### config.mk
export PLATFORM = sky130hd
export DESIGN_NAME = sd_cmd_sequencer
export DESIGN_NICKNAME = d
export VERILOG_FILES = /design/src/rtl/sd_cmd_sequencer.sv
export SDC_FILE = /design/constraint.sdc
export NUM_CORES = 1
export LEC_CHECK = 0
export CORE_ASPECT_RATIO = 1.2
export CORE_MARGIN = 2
export CORE_UTILIZATION = 25
export DETAILED_ROUTE_END_ITERATION = 12
export GPL_TIMING_DRIVEN = 0
export PLACE_DENSITY = 0.52
export SLEW_MARGIN = 25
export SYNTH_ARGS = -nofsm -noshare
export SYNTH_HDL_FRONTEND = slang
export SYNTH_SLANG_ARGS = --single-unit
export TNS_END_PERCENT = 10
### constraint.sdc
create_clock -name clk -period 2.1 [get_ports clk]
set_input_delay 0.21 -clock clk [delete_from_list [all_inputs] [get_ports clk]]
set_output_delay 0.21 -clock clk [all_outputs]
set_load 0.02 [all_outputs]
### src/rtl/sd_cmd_sequencer.sv
// SD SPI command-frame sequencer: latches cmd/arg, obtains CRC7 from the shared engine and
// streams the 6-byte frame over valid/ready. Define SD_CMD_SEQ_R1_EN to add R1 polling.
module sd_cmd_sequencer #(
  parameter int unsigned CRC_TIMEOUT = 255,
  parameter int unsigned NCR_MAX     = 8
) (
  input  logic        clk,
  input  logic        rst,
  input  logic [5:0]  cmd_idx,
  input  logic [31:0] cmd_arg,
  input  logic        go,
  output logic        busy,
  output logic        done,
  output logic        err,
  output logic [6:0]  crc_out,
  output logic [7:0]  r1,
  output logic [39:0] crc_data,
  output logic        crc_start,
  input  logic [6:0]  crc_result,
  input  logic        crc_done,
  output logic [7:0]  tx_byte,
  output logic        tx_valid,
  input  logic        tx_ready,
  input  logic [7:0]  rx_byte,
  input  logic        rx_valid
);

`ifdef SD_CMD_SEQ_R1_EN
  localparam int unsigned FillW = $clog2(NCR_MAX + 1);
  localparam logic [FillW-1:0] FillLast = FillW'(NCR_MAX);

  typedef enum logic [2:0] {StIdle, StCrcStart, StCrcWait, StSend, StResp, StFinish} state_e;

  logic [FillW-1:0] fill_q, fill_d;
`else
  typedef enum logic [2:0] {StIdle, StCrcStart, StCrcWait, StSend, StFinish} state_e;

  logic unused_rx;
  assign unused_rx = ^{rx_byte, rx_valid, NCR_MAX[0]};
`endif

  // Counter saturates one below the limit so the abort lands exactly CRC_TIMEOUT waits in.
  localparam logic [7:0] TmoLast = 8'(CRC_TIMEOUT - 1);

  state_e      state_q, state_d;
  logic [7:0]  tmo_q, tmo_d;
  logic [2:0]  idx_q, idx_d;
  logic [39:0] crc_data_d;
  logic [6:0]  crc_out_d;
  logic [7:0]  r1_d;
  logic        err_d;
  logic [7:0]  send_byte;

  always_comb begin
    case (idx_q)
      3'd0:    send_byte = crc_data[39:32];
      3'd1:    send_byte = crc_data[31:24];
      3'd2:    send_byte = crc_data[23:16];
      3'd3:    send_byte = crc_data[15:8];
      3'd4:    send_byte = crc_data[7:0];
      3'd5:    send_byte = {crc_out, 1'b1};
      default: send_byte = 8'hFF;
    endcase
  end

  always_comb begin
    state_d    = state_q;
    tmo_d      = tmo_q;
    idx_d      = idx_q;
    crc_data_d = crc_data;
    crc_out_d  = crc_out;
    r1_d       = r1;
    err_d      = err;
`ifdef SD_CMD_SEQ_R1_EN
    fill_d     = fill_q;
`endif
    busy       = (state_q != StIdle);
    done       = 1'b0;
    crc_start  = 1'b0;
    tx_valid   = 1'b0;
    tx_byte    = 8'hFF;

    case (state_q)
      StIdle: begin
        if (go) begin
          crc_data_d = {2'b01, cmd_idx, cmd_arg};
          err_d      = 1'b0;
          r1_d       = 8'hFF;
          state_d    = StCrcStart;
        end
      end
      StCrcStart: begin
        crc_start = 1'b1;
        tmo_d     = 8'd0;
        state_d   = StCrcWait;
      end
      StCrcWait: begin
        // A completion on the final wait cycle still wins over the timeout.
        if (crc_done) begin
          crc_out_d = crc_result;
          idx_d     = 3'd0;
          state_d   = StSend;
        end else if (tmo_q == TmoLast) begin
          err_d   = 1'b1;
          state_d = StFinish;
        end else begin
          tmo_d = tmo_q + 8'd1;
        end
      end
      StSend: begin
        tx_valid = 1'b1;
        tx_byte  = send_byte;
        if (tx_ready) begin
          if (idx_q == 3'd5) begin
`ifdef SD_CMD_SEQ_R1_EN
            fill_d  = '0;
            state_d = StResp;
`else
            state_d = StFinish;
`endif
          end else begin
            idx_d = idx_q + 3'd1;
          end
        end
      end
`ifdef SD_CMD_SEQ_R1_EN
      StResp: begin
        tx_valid = (fill_q != FillLast);
        if (rx_valid && !rx_byte[7]) begin
          r1_d    = rx_byte;
          state_d = StFinish;
        end else if (rx_valid && fill_q == FillLast) begin
          r1_d    = 8'hFF;
          err_d   = 1'b1;
          state_d = StFinish;
        end else if (tx_valid && tx_ready) begin
          fill_d = fill_q + 1'b1;
        end
      end
`endif
      StFinish: begin
        done    = 1'b1;
        state_d = StIdle;
      end
      default: state_d = StIdle;
    endcase
  end

  always_ff @(posedge clk) begin
    if (rst) begin
      state_q  <= StIdle;
      tmo_q    <= 8'd0;
      idx_q    <= 3'd0;
      crc_data <= 40'd0;
      crc_out  <= 7'd0;
      r1       <= 8'hFF;
      err      <= 1'b0;
`ifdef SD_CMD_SEQ_R1_EN
      fill_q   <= '0;
`endif
    end else begin
      state_q  <= state_d;
      tmo_q    <= tmo_d;
      idx_q    <= idx_d;
      crc_data <= crc_data_d;
      crc_out  <= crc_out_d;
      r1       <= r1_d;
      err      <= err_d;
`ifdef SD_CMD_SEQ_R1_EN
      fill_q   <= fill_d;
`endif
    end
  end

endmodule

* Word-level counts from Yosys, hierarchy flattened
Cells that the tools add are included.
** Word-level totals
- Word-level logic and storage cells :: 61
- Bits in latches :: 0
- Input bits :: 59
- Register bits :: 61
- ROM bits :: 0
- Memories kept :: 0
- Memory bits (writable) :: 0
** Operators by class
- Magnitude comparators :: 0
- $mul :: 0
- Add/subtract/negate cells :: 2
- Reduce and logical (&&, ||, !) cells :: 12
- Shift-type cells :: 0
- Div/mod/pow operators :: 0
- Bitwise logic cells :: 0
- Muxes and demuxes :: 22
- Equal/unequal tests :: 19
** Operator list (count)
- $pmux 8 s6 :: 1
- $mux 3 :: 8
- $mux 8 :: 3
- $ne 2x2->1 const B :: 8
- $pmux 8 s2 :: 1
- $eq 3x2->1 const B :: 4
- $pmux 3 s4 :: 1
- $reduce_and 4->1 :: 3
- $eq 3x3->1 const B :: 3
- $add 8x1->8 const B :: 1
- $eq 8x8->1 const B :: 1
- $eq 3x1->1 const B :: 2
- $logic_not 3->1 :: 2
- $mux 1 :: 6
- $pmux 3 s2 :: 1
- $reduce_bool 2->1 :: 3
- $reduce_and 2->1 :: 2
- $add 3x1->3 const B :: 1
- $ne 3x3->1 const B :: 1
- $reduce_and 3->1 :: 1
- $reduce_bool 3->1 :: 1
- $pmux 1 s2 :: 1

* Logic depth before layout (Yosys ltp)
- Word-level depth :: 4
- Depth in mapped cells :: 8
- Mapped depth without buffers :: 6

* Least setup slack after synthesis
OpenSTA, ideal clock, no wires.
- Path kind :: register to output
- Start point :: register idx_q[2]
- End point :: output tx_byte[3]
- Stages on the path, launching flop included :: 7
- Path slack :: 182 ps
- Arrival :: 1708 ps
- Required time :: 1890 ps
- Buffers on the path :: 2
- Path through :: dfxtp_1 > clkbuf_1 > inv_1 > ha_1 > buf_1 > a222oi_1 > nand3_1
** Between the ends
- Cells in the longest elaborated chain, start to end :: 3
- Elaborated cells between the ends (all ways) :: 8
- Those cells by class :: eq/ne (5); mux (2); reduce/logical (1)
** Ends and longest elaborated chain
- from (decl) :: line 47 : logic [2:0] idx_q, idx_d;
- from (signal assigned) :: line 164 : idx_q <= idx_d;
- $eq 3x3->1 (tied with other cells) :: line 55 : case (idx_q)
- $pmux 8 s6 (*) :: line 55
- $mux 8 (*) :: line 83 : case (state_q)
- to (decl) :: line 21 : output logic [7:0] tx_byte,
Mark *: on every way between the ends. The rest lies on a longest branch, timed or not.

* Final worst setup path
- Start point :: register idx_q[1]
- End point :: output tx_byte[4]
Same word-level chain as after synthesis.

==> impl_metrics.json <==
{
  "status": "finished, violations left",
  "violations": "setup timing",
  "io_buffer_count": 107,
  "fill_cells": 1160,
  "postSynthCellCount": 363,
  "p_leak_nw": 1.73,
  "drt_iter0_drc": 147,
  "die_h_um": 121,
  "start_util_pct": 25.8,
  "htree_levels": 3,
  "maxCapViolCount": 0,
  "dp_hpwl_um": 7930,
  "timing.hold.worst.class": "in2reg",
  "grt_antenna_before_repair": 0,
  "r2r-start": "state_q[2]",
  "antenna_cells": 0,
  "grt_max_degree": 13,
  "yosys_warnings": 0,
  "synthArstFlopShare_pct": 0,
  "cts_hold_buf": 0,
  "hp-start": "rst",
  "fin_ws_ns": -0.0386,
  "synth_area_leaders": "dfxtp_1 42%, nand2_1 14%, a21oi_1 9.4%, ha_1 3.0%, mux2_2 2.7%",
  "slew_headroom_pct": 57.0,
  "nets": 565,
  "place_ws_ns": -0.883,
  "ff2ff_setup_slack_ns": 0.09,
  "synth-edff-count": 0,
  "vias": 3034,
  "remaining_drc_errors": 0,
  "end_kind": "output pin",
  "tns_ns": -0.0386,
  "synth_seq_area_share_pct": 42.5,
  "rr_worst_depth": 4,
  "p_per_area_nw_per_um2": 1050,
  "grt_pass1_vias": 2926,
  "hold_viol_final": 0,
  "syn_area_per_cell_sq_um": 7.92,
  "cts_buffers": 9,
  "regToRegEndpoint": "tmo_q[2]",
  "overflow": 0,
  "synth_top_area_cell": "dfxtp_1",
  "worstPathMaxFanout": 6,
  "num_rows": 42,
  "worst_slew_pin_slew_ns": 0.641,
  "hold_depth": 2,
  "report.final.slew_viol_count": 0,
  "gp_congestion": 0.848,
  "synth_top_cell_area_share_pct": 42.5,
  "finalClockSkew_ns": 0.00456,
  "setup_viol": 1,
  "drt-total-wl_um": 10600,
  "required_ns": 1.89,
  "synth_area_sq_um": 2880,
  "clk_latency_ns": 0.33,
  "first_pass_iters": 4,
  "crit_start": "idx_q[1]",
  "period_needed_ns": 2.14,
  "grtUsageTotal_pct": 17.1,
  "finalCritPeriodShare_pct": 102,
  "arrival_ns": 1.93,
  "vdd_drop_max_uv": 392,
  "die_w_um": 102,
  "clock-sinks": 61,
  "ios": 127,
  "fmax_ghz": 0.468,
  "utilization_pct": 42.1,
  "critPathLaunchType": "flip-flop",
  "cts_tree": "done",
  "ys_types": 47,
  "path_clk_slew_ns": 0.06,
  "coreArea_sq_um": 11100,
  "holdPathEnd": "err",
  "syn_to_final_growth_pct": 63.0,
  "rsz0062_at_grt": "true",
  "clockBufferDepth": 2,
  "viasPerCell": 4.61,
  "wl_per_cell_um": 16.1,
  "fin_area_sq_um": 4690,
  "place_area_sq_um": 4170,
  "drive_gt1_share_pct": 15.9,
  "ys_ff_latch": 61,
  "grt_pass1_wl_um": 16000,
  "criticalPathCategory": "reg2out",
  "cts-root-buf": "clkbuf_16",
  "dieArea_sq_um": 12400,
  "drtAntennaViolNets": 0,
  "synthFlopType": "dfxtp_1"
}
-- where the power goes --
group / total [mW] / switching (mW) / internal, mW / leakage (nW)
Combinational: 1.68 / 0.976 / 0.705 / 1.06
Clock: 1.74 / 0.572 / 1.16 / 0.162
Sequential: 1.50 / 0.166 / 1.33 / 0.500
-- cell usage after synthesis, types with 4 or more instances --
cell	n
a21oi_1	54
a221oi_1	6
a22oi_1	5
a31oi_1	6
buf_2	6
buf_4	10
clkbuf_1	14
dfxtp_1	61
ha_1	7
inv_1	10
mux2_2	7
nand2_1	105
nand3_1	9
nor2_1	9
o211ai_1	4
-- area by class of cell --
cell class              count  area [sq um]  area share [%]
repair buffers            119          1150            24.5
inverters                  10          41.3           0.881
clock inverters             7           123            2.62
flip-flops and latches     61          1230            26.3
clock buffers               9           225            4.81
well taps                 154           193            4.11
plain buffers              32           196            4.19
multi-input cells         266          1530            32.6
-- stage by stage --
| stage | total power, mW | std cells | hold slack (ns) |
|---|---|---|---|
| after floorplan | 2.43 | 370 | 0.346 |
| after global placement | 3.21 | 631 | 0.458 |
| after detailed placement | 3.22 | 631 | 0.461 |
| after CTS | 4.97 | 646 | 0.379 |
| after global routing | 5.17 | 658 | 0.419 |
| final | 4.92 | 658 | 0.367 |
-- cell families (layout without fill, tap and decap cells) --
| family | count (synthesis) | count (layout) | share of synthesized area [%] |
|---|---|---|---|
| other | 2 | 9 | 0.261 |
| DFF | 61 | 61 | 42.5 |
| muxes | 7 | 7 | 2.74 |
| xor gates and xnor gates | 1 | 1 | 0.305 |
| AOI/OAI and AO/OA | 93 | 93 | 19.9 |
| adders and majority gates | 7 | 7 | 3.05 |
| and+or+nand+nor | 149 | 149 | 24.1 |
| buffers and inverters | 43 | 177 | 7.18 |
-- placed cells by master, fill, tap and decap left out, drive strengths merged, types with 3 or more instances in the layout --
cell type	synthesis	layout
a31oi	6	6
a22oi	5	5
dfxtp	61	61
a221oi	6	6
o211ai	4	4
bufinv	0	3
nand3b	3	3
nor3	3	3
nand3	10	10
o21ai	3	3
conb	2	9
clkdlybuf4s50	0	97
inv	10	10
clkinvlp	0	3
or3	3	3
and3	3	3
ha	7	7
buf	19	38
nor2	9	9
mux2	7	7
nand2	105	105
clkbuf	14	22
a222oi	3	3
a21oi	54	54
-- worst max-delay path: stages, from the launching register on --
cell      delay, ns
dfxtp_4        0.37
inv_2          0.05
ha_4           0.16
buf_8          0.12
nor2b_4        0.13
a222oi_1       0.41
nand3_1        0.19
buf_6          0.17
-- flip-flops by register name (all words and copies together) (netlist names) --
name      flops
crc_data     39
idx_q         3
err           1
tmo_q         8
crc_out       7
state_q       3
-- repair_timing --
| item | 4_1_cts | 5_1_grt |
|---|---|---|
| pin swaps | 2 | 3 |
| setup endpoints to repair | 9 | 11 |
| setup buffers | 0 | 12 |
| resized for setup | 36 | 29 |
-- how the worst max path moves through the flow --
stage | to | slack [ns] | cells past startpoint
3_5_place_dp | tx_byte[4] | -0.88 | 7
5_1_grt | tx_byte[0] | -0.08 | 6
6_report | tx_byte[4] | -0.04 | 7
4_1_cts | tx_byte[4] | -0.20 | 6
2_1_floorplan | tx_byte[3] | 0.18 | 6
3_3_place_gp | tx_byte[4] | -0.88 | 7
-- layer usage --
metal / routed length, um / track usage (%) / vias up
met2: 5170 / 27.8 / 92
li1: - / - / 1519
met5: 0 / 0 / -
met4: 150 / 5.08 / 0
met3: 671 / 4.95 / 14
met1: 4570 / 21.7 / 1409
Note: power is estimated with default switching activity, not from simulation.
